===== config.mk =====
export PLATFORM = sky130hd
export DESIGN_NAME = cl_frame_to_axis
export DESIGN_NICKNAME = d
export VERILOG_FILES = /design/src/rtl/cl_pkg.sv /design/src/rtl/cl_sat_counter.sv /design/src/rtl/cl_frame_to_axis.sv
export SDC_FILE = /design/constraint.sdc
export NUM_CORES = 1
export LEC_CHECK = 0
export BUFFER_PORTS_ARGS = -buffer_cell sky130_fd_sc_hd__buf_2
export CAP_MARGIN = 20
export CORE_MARGIN = 2
export CORE_UTILIZATION = 50
export CTS_CLUSTER_DIAMETER = 50
export DETAILED_ROUTE_END_ITERATION = 7
export HOLD_SLACK_MARGIN = 0.15
export PLACE_DENSITY = 0.72
export SLEW_MARGIN = 40
export SYNTH_ARGS = -nofsm -noshare
export SYNTH_HDL_FRONTEND = slang
export SYNTH_SLANG_ARGS = --single-unit

===== constraint.sdc =====
create_clock -name CL_clk -period 8.4 [get_ports CL_clk]
set_input_delay 1.68 -clock CL_clk [delete_from_list [all_inputs] [get_ports CL_clk]]
set_output_delay 1.68 -clock CL_clk [all_outputs]
set_load 0.005 [all_outputs]

===== src/rtl/cl_pkg.sv =====
// Shared Camera Link definitions: base-config word layout and frame-tracking FSM encoding.
package cl_pkg;

   localparam int unsigned CL_WORD_W    = 28;
   localparam int unsigned CL_PIX_W     = 24;
   localparam int unsigned CL_LVAL_BIT  = 24;
   localparam int unsigned CL_FVAL_BIT  = 25;
   localparam int unsigned CL_DVAL_BIT  = 26;
   localparam int unsigned CL_SPARE_BIT = 27;

   typedef enum logic [1:0] {
      ST_SYNC       = 2'd0,
      ST_WAIT_FRAME = 2'd1,
      ST_IN_FRAME   = 2'd2
   } cl_state_e;

endpackage


===== src/rtl/cl_sat_counter.sv =====
// Saturating up-counter with synchronous clear; a clear coinciding with inc restarts at one.
module cl_sat_counter #(
   parameter int unsigned WIDTH = 16
) (
   input  logic             clk,
   input  logic             rst,
   input  logic             clr,
   input  logic             inc,
   output logic [WIDTH-1:0] q
);

   always_ff @(posedge clk) begin
      if (rst) begin
         q <= '0;
      end else if (clr) begin
         q <= WIDTH'(inc);
      end else if (inc && !(&q)) begin
         q <= q + WIDTH'(1);
      end
   end

endmodule


===== src/rtl/cl_frame_to_axis.sv =====
// Camera Link base-config word to AXI4-Stream video (tuser = SOF, tlast = EOL),
// with line/frame geometry measurement and sticky overflow / width-mismatch flags.
module cl_frame_to_axis
   import cl_pkg::*;
#(
   parameter int unsigned DATA_W = 24,
   parameter int unsigned CNT_W  = 16
) (
   input  logic                 CL_clk,
   input  logic                 CL_rst,
   input  logic [CL_WORD_W-1:0] CL_data,
   output logic [DATA_W-1:0]    m_axis_tdata,
   output logic                 m_axis_tvalid,
   input  logic                 m_axis_tready,
   output logic                 m_axis_tuser,
   output logic                 m_axis_tlast,
   output logic [CNT_W-1:0]     line_width,
   output logic [CNT_W-1:0]     frame_height,
   output logic [31:0]          frame_cnt,
   output logic                 in_frame,
   output logic                 err_overflow,
   output logic                 err_width,
   input  logic                 err_clr
);

   cl_state_e          state, state_nxt;

   logic [DATA_W-1:0]  r_pix;
   logic               r_lval, r_fval, r_dval, r_vld;
   logic               p_lval, p_fval;

   logic [DATA_W-1:0]  hold;
   logic               hold_vld;
   logic               sof_pend;
   logic [CNT_W-1:0]   ref_w;
   logic [CNT_W-1:0]   px_cnt, ln_cnt;

   logic               pix_c, fval_rise_c, fval_fall_c, lval_fall_c;
   logic               load_c, close_c, emit_c, last_c, enter_c, frame_end_c;
   logic               line_done_c, width_err_c, ovf_c;
   logic [CNT_W-1:0]   ln_total_c;

   // Spare bit and any pixel bits above DATA_W are intentionally dropped.
   logic               unused_bits;
   assign unused_bits = ^{CL_data[CL_SPARE_BIT], CL_data[CL_PIX_W-1:0]};

   // Input capture plus one-deep history for edge detection.
   always_ff @(posedge CL_clk) begin
      if (CL_rst) begin
         r_pix  <= '0;
         r_lval <= 1'b0;
         r_fval <= 1'b0;
         r_dval <= 1'b0;
         r_vld  <= 1'b0;
         p_lval <= 1'b0;
         p_fval <= 1'b0;
      end else begin
         r_pix  <= CL_data[DATA_W-1:0];
         r_lval <= CL_data[CL_LVAL_BIT];
         r_fval <= CL_data[CL_FVAL_BIT];
         r_dval <= CL_data[CL_DVAL_BIT];
         r_vld  <= 1'b1;
         p_lval <= r_lval;
         p_fval <= r_fval;
      end
   end

   assign pix_c       = r_fval & r_lval & r_dval;
   assign fval_rise_c = r_fval & ~p_fval;
   assign fval_fall_c = p_fval & ~r_fval;
   assign lval_fall_c = p_lval & ~r_lval;

   always_ff @(posedge CL_clk) begin
      if (CL_rst) begin
         state <= ST_SYNC;
      end else begin
         state <= state_nxt;
      end
   end

   // Next state and per-sample beat decisions; r_vld keeps SYNC from trusting the reset value of r_fval.
   always_comb begin
      state_nxt   = state;
      load_c      = 1'b0;
      close_c     = 1'b0;
      emit_c      = 1'b0;
      last_c      = 1'b0;
      enter_c     = 1'b0;
      frame_end_c = 1'b0;
      case (state)
         ST_SYNC: begin
            if (r_vld && !r_fval) begin
               state_nxt = ST_WAIT_FRAME;
            end
         end
         ST_WAIT_FRAME: begin
            if (fval_rise_c) begin
               state_nxt = ST_IN_FRAME;
               enter_c   = 1'b1;
               load_c    = pix_c;
            end
         end
         ST_IN_FRAME: begin
            if (pix_c) begin
               load_c = 1'b1;
               emit_c = hold_vld;
            end else if (lval_fall_c || fval_fall_c) begin
               close_c = 1'b1;
               emit_c  = hold_vld;
               last_c  = hold_vld;
            end
            if (fval_fall_c) begin
               frame_end_c = 1'b1;
               state_nxt   = ST_WAIT_FRAME;
            end
         end
         default: begin
            state_nxt = ST_SYNC;
         end
      endcase
   end

   // A close only counts as a line when at least one pixel was held.
   assign line_done_c = close_c & hold_vld;
   assign width_err_c = line_done_c && (ln_cnt != '0) && (px_cnt != ref_w);
   assign ln_total_c  = !line_done_c ? ln_cnt :
                        (&ln_cnt)    ? ln_cnt : ln_cnt + CNT_W'(1);
   assign ovf_c       = m_axis_tvalid & ~m_axis_tready;

   cl_sat_counter #(.WIDTH(CNT_W)) u_px_cnt (
      .clk (CL_clk),
      .rst (CL_rst),
      .clr (close_c | enter_c),
      .inc (load_c),
      .q   (px_cnt)
   );

   cl_sat_counter #(.WIDTH(CNT_W)) u_ln_cnt (
      .clk (CL_clk),
      .rst (CL_rst),
      .clr (enter_c),
      .inc (line_done_c),
      .q   (ln_cnt)
   );

   // Hold register, stream outputs, geometry and error flags.
   always_ff @(posedge CL_clk) begin
      if (CL_rst) begin
         hold          <= '0;
         hold_vld      <= 1'b0;
         sof_pend      <= 1'b0;
         ref_w         <= '0;
         m_axis_tdata  <= '0;
         m_axis_tvalid <= 1'b0;
         m_axis_tuser  <= 1'b0;
         m_axis_tlast  <= 1'b0;
         line_width    <= '0;
         frame_height  <= '0;
         frame_cnt     <= '0;
         in_frame      <= 1'b0;
         err_overflow  <= 1'b0;
         err_width     <= 1'b0;
      end else begin
         if (load_c) begin
            hold     <= r_pix;
            hold_vld <= 1'b1;
         end else if (close_c) begin
            hold_vld <= 1'b0;
         end

         if (enter_c) begin
            sof_pend <= 1'b1;
         end else if (emit_c) begin
            sof_pend <= 1'b0;
         end

         m_axis_tvalid <= emit_c;
         m_axis_tuser  <= emit_c & sof_pend;
         m_axis_tlast  <= last_c;
         if (emit_c) begin
            m_axis_tdata <= hold;
         end

         if (line_done_c) begin
            line_width <= px_cnt;
            if (ln_cnt == '0) begin
               ref_w <= px_cnt;
            end
         end

         if (frame_end_c) begin
            frame_cnt <= frame_cnt + 32'd1;
            if (ln_total_c != '0) begin
               frame_height <= ln_total_c;
            end
         end

         in_frame     <= (state_nxt == ST_IN_FRAME);
         err_overflow <= (err_overflow & ~err_clr) | ovf_c;
         err_width    <= (err_width & ~err_clr) | width_err_c;
      end
   end

endmodule

# Word-level counts from Yosys, hierarchy flattened

Cells that the tools add are included.

Equal/unequal tests: 4
Reduce and logical (&&, ||, !) cells: 24
Muxes and demuxes: 28
Add/subtract/negate cells: 3
Bitwise logic cells: 19

Operators by type and width:

| kind                    | count |
|---|---|
| $add A16 B1 Y16 const B | 2 |
| $add A32 B1 Y32 const B | 1 |
| $mux W16                | 2 |
| $reduce_and A16 Y1      | 2 |
| $reduce_bool A16 Y1     | 2 |
| $mux W1                 | 21 |
| $logic_not A16 Y1       | 1 |
| $ne A16 B16 Y1          | 1 |
| $and A1 B1 Y1           | 10 |
| $reduce_bool A2 Y1      | 4 |
| $mux W2                 | 3 |
| $not A1 Y1              | 6 |
| $pmux W2 S3             | 1 |
| $logic_and A1 B1 Y1     | 5 |
| $eq A2 B2 Y1 const B    | 2 |
| $reduce_and A2 Y1       | 2 |
| $reduce_or A2 Y1        | 2 |
| $logic_not A1 Y1        | 3 |
| $or A1 B1 Y1            | 3 |
| $reduce_or A3 Y1        | 1 |
| $eq A2 B1 Y1 const B    | 1 |
| $logic_not A2 Y1        | 1 |
| $pmux W1 S2             | 1 |
| $logic_or A1 B1 Y1      | 1 |

Flip-flop bits (word level): 200
Output and inout port bits: 94
Bits of input ports: 32

# Depth between registers and ports, before layout

Depth after elaboration: 10
Gate-level depth with buffers: 13

# By module

A second synthesis with hierarchy kept.

Cell total of the unflattened synthesis: 1020
Area total of the unflattened synthesis: 8813.5 um^2

By module, submodules not included:

| module           | times used | cells an instance | area each (um^2) |
|---|---|---|---|
| cl_frame_to_axis | 1          | 812               | 7041.8 |
| cl_sat_counter   | 2          | 104               | 885.8 |

# Worst setup path before layout

Ideal clock, no wire load.

Path kind: flip-flop to flip-flop
Start point: reg state[0]
End point: reg frame_height[10]
Library setup time: 0.119 ns
Stages on the path, launching flop included: 13
Required time: 8.281 ns
Arrival time: 2.525 ns
Period minus slack after synthesis: 2.643 ns
Path slack: 5.757 ns
Path buffers: 3
Path through: dfxtp_1 inv_1 ha_1 buf_2 nand2_2 a21o_1 buf_6 or4_4 xor2_2 and2_4 a31oi_4 buf_6 o221a_1

Word-level cells in the longest chain between the ends: 6
Elaborated cells on any way between the ends: 7
Those cells by class: 1 x eq/ne; 3 x mux; 1 x bitwise; 2 x reduce/logical

RTL lines:

| item                        | RTL line                | source |
|---|---|---|
| start: declaration          | cl_frame_to_axis.sv:26  | `cl_state_e state, state_nxt;` |
| start signal: assignment    | cl_frame_to_axis.sv:77  | `state <= state_nxt;` |
| $eq A2 B2 Y1 *              | cl_frame_to_axis.sv:90  | `case (state)` |
| $mux W1                     | cl_frame_to_axis.sv:90  |  |
| $and A1 B1 Y1               | cl_frame_to_axis.sv:124 | `assign line_done_c = close_c & hold_vld;` |
| $mux W16                    | cl_frame_to_axis.sv:126 | `assign ln_total_c = !line_done_c ? ln_cnt :` |
| $reduce_bool A16 Y1         | cl_frame_to_axis.sv:193 | `if (ln_total_c != '0) begin` |
| $reduce_and A2 Y1 (no line) | --                      |  |
| end signal: assignment      | cl_frame_to_axis.sv:194 | `frame_height <= ln_total_c;` |
| end: declaration            | cl_frame_to_axis.sv:18  | `output logic [CNT_W-1:0] frame_height,` |

Mark *: on every way between the ends. The rest lies on a longest branch, timed or not.
A chain may end at the register's enable or synchronous reset.

# Worst setup path in the final report

Start point: reg state[0]
End point: reg frame_height[4]

The elaborated chain is that of the path after synthesis.

==> flow_metrics.py <==
metrics = {
    "route": {
        "drt-vias-per-instance": 5.21,
        "routed_via_count": 6502,
        "final_antenna_net_count": 0,
        "drc": 0,
        "drt_first_pass_iters": 5,
        "drtIter0Drc": 467,
        "avgRoutedWirePerCell_um": 14.0,
        "wl_mm": 17.5,
    },
    "synth": {
        "syn_avg_cell_area_um2": 8.76,
        "synthDistinctLibCells": 62,
        "synth-seq-cells": 200,
        "ys_warn_count": 0,
        "synth_nets": 973,
        "synthTopCellsByArea": "dfxtp_1 (49%), nand2_1 (8.0%), xor2_1 (4.9%), a21oi_1 (4.8%), nor2_1 (4.1%)",
        "synth_seq_area_share_pct": 49.0,
        "synth_simple_gate_area_share_pct": 24.7,
        "synth.mux.area_fraction_pct": 2.33,
        "synth_area_leader_cell": "dfxtp_1",
        "synth_area_in_compound_gates_pct": 11.2,
        "synth_enable_flop_cells": 0,
        "asyncSetResetFlopFracSynth_pct": 0,
        "synth_top_cell_area_share_pct": 49.0,
        "post_synth_inst_count": 933,
        "postSynth.topFlopCell": "dfxtp_1",
        "dominant_combinational_cell_family_by_area_after_synthesis": "simple AND/OR/NAND/NOR gates",
        "post_synth_xor_area_fraction_pct": 7.27,
        "synth_adder_area_share_pct": 1.22,
        "synth_area_um2": 8180,
    },
    "finish": {
        "multi_input_comb_area_um2": 3820,
        "most-common-layout-cells": "dfxtp_1 (200), nand2_1 (174), buf_2 (123)",
        "fill_cells": 1448,
        "final_common_cell": "dfxtp_1",
        "drive_above_1_share_pct": 17.8,
        "layout.nets": 1058,
        "seqCellArea_um2": 4000,
        "area_growth_syn_to_layout_pct": 15.5,
        "diodes": 0,
    },
    "cts": {
        "clock_tree.root_cell": "clkbuf_16",
        "cts_inserted_buffers": 17,
        "post_cts_hold_buffer_count": 0,
        "cts-htree-levels": 4,
        "max-clock-path-buffers": 2,
        "post_cts.repair.setup_buffers": 0,
        "clk_pin_slew_worst_paths_ps": 80,
        "clock_sink_count": 200,
        "cts-resized-gates": 0,
        "cts_tree": "built",
        "clkLatencyLatePin_ps": 430,
    },
    "sta": {
        "worst_clock_skew_ps": 7.65,
        "maxSlewViolCount": 0,
        "setup_slack_ps": 5150,
        "achievable-frequency_mhz": 308,
        "hold_violations": 0,
        "worst_slew_margin_rel_pct": 53.1,
        "rsz0062_at_grt": "no",
        "timing.setup.tns_ps": 0,
        "worst-slew-pin-transition_ps": 704,
        "report.final.setup_viol": 0,
        "final.min_clock_period_ps": 3250,
        "min_period_over_period_pct": 38.7,
    },
    "grt": {
        "antenna_found_initial": 0,
        "grt_pass1_vias": 5877,
        "grt.overflow.total": 0,
        "grt_pass1_wl_mm": 29.1,
        "grt_max_degree": 89,
        "groute.usage.overall_pct": 20.3,
    },
    "power_and_ir_drop": {
        "pwr_density_cell_nw_per_um2": 196,
        "power_frac_comb_pct": 2.1,
        "p_seq_share_pct": 51.8,
        "p_int_w": 0.00143,
        "power_switching_share_pct": 22.8,
        "p_clk_share_pct": 46.0,
        "max-vdd-ir-drop_mv": 0.173,
        "total_switching_power_w": 0.000423,
        "leakage_nw": 3.72,
    },
    "floorplan": {
        "fp.dieArea_um2": 17400,
        "fp.dieW_um": 132,
        "floorplan.initialDensity_pct": 51.3,
        "dieHeight_um": 132,
        "placeableCoreArea_um2": 15900,
        "rows": 46,
        "io-pin-count": 126,
    },
    "placement": {
        "dp_worst_setup_slack_ps": 4850,
        "place.port_buffers": 124,
        "gp_congestion": 0.910,
        "detailed_place_hpwl_mm": 11.6,
    },
    "worst_setup_path": {
        "path_class": "register to register",
        "setup.worst_path.start_class": "register",
        "critical_path.endpoint_type": "register",
        "maximum_fanout_encountered_on_the_critical_timing_path": 28,
        "worst-r2r-setup-slack_ps": 5150,
        "critPathArrivalTime_ps": 3620,
        "timing.critical_path.required_ps": 8770,
    },
    "min_path": {
        "hp-class": "register to register",
    },
    "flow_run": {
        "cap_viol_max_count": 0,
    },
    "outcome": {
        "outcome": "finished clean",
    },
}
## synthesized netlist by cell type, types with 3 or more instances
library cell / n
buf_2: 8
o221a_1: 10
a31oi_1: 6
ha_1: 8
and4_1: 9
xnor2_1: 20
o21ai_0: 12
or3_1: 8
buf_6: 7
nand2_1: 174
nand4_1: 23
nor4_1: 10
dfxtp_1: 200
a32oi_1: 3
and3_1: 9
buf_1: 3
and2_1: 6
xor2_1: 46
a21oi_1: 79
nand3_1: 29
nor2b_1: 31
or2_2: 4
nand2b_1: 4
inv_1: 15
mux2i_1: 19
nor3_1: 10
nor2_1: 90
clkbuf_1: 45
## state kept, by name (all words and copies together) (netlist names), 2 cells and up
| signal | count |
|---|---|
| state | 2 |
| frame_cnt | 32 |
| frame_height | 16 |
| line_width | 16 |
| u_ln_cnt.q | 16 |
| u_px_cnt.q | 16 |
| hold | 24 |
| ref_w | 16 |
| r_pix | 24 |
| m_axis_tdata | 24 |
## power by group through the flow
stage | registers (W) | logic [W] | clock network, W
floorplan | 0.000982 | 0.0000266 | 0
finish | 0.000961 | 0.0000396 | 0.000853
CTS | 0.000961 | 0.0000400 | 0.000878
detailed placement | 0.000983 | 0.0000397 | 0
global placement | 0.000983 | 0.0000394 | 0
global route | 0.000962 | 0.0000445 | 0.000920
## final cells by class
cell class,instances,area share (%)
clock buffer,17,4.51
clock inverter,15,2.15
inverter,15,0.596
multi-input combinational,655,40.4
sequential,200,42.4
tap,216,2.86
timing repair buffer,129,7.04
## path summary, 6_finish.rpt
kind / cells past startpoint / from / endpoint
hold reg to reg: 2 / r_pix[9] / hold[9]
setup reg to reg: 9 / state[0] / frame_height[4]
hold / removal: 2 / r_pix[9] / hold[9]
setup / recovery: 9 / state[0] / frame_height[4]
## metrics by stage
step	util (%)	hold slack (ps)	power, W	instance area, um^2	cells
after floorplan	-	417	0.00101	8180	933
after global placement	55.2	419	0.00102	8810	1215
after detailed placement	55.3	425	0.00102	8810	1215
after CTS	59.2	434	0.00188	9440	1247
after global routing	59.2	446	0.00193	9440	1247
final	59.2	433	0.00185	9440	1247
## cells by family after synthesis
kind of cell | count (synthesis)
xor+xnor | 67
compound gates | 138
flops | 200
buf+inv | 78
mux | 19
simple gates | 423
fa+ha+maj | 8
## critical path, stage by stage, from the launching register on
cell     delay [ps]
dfxtp_1         360
inv_1           120
ha_1            370
nand2_2         170
a21o_2          440
o41ai_2         480
nand2_2         140
or3_4           430
nor3_4          420
o221a_1         260
## routing by layer
layer | vias up | part of all wire, % | track usage [%]
li1 | 3328 | - | -
met5 | - | 0 | 0
met1 | 3018 | 48 | 27.6
met4 | 0 | 1.2 | 7.25
met2 | 140 | 47 | 32.1
met3 | 16 | 4.3 | 4.15
Note: power is estimated with default switching activity, not from simulation.
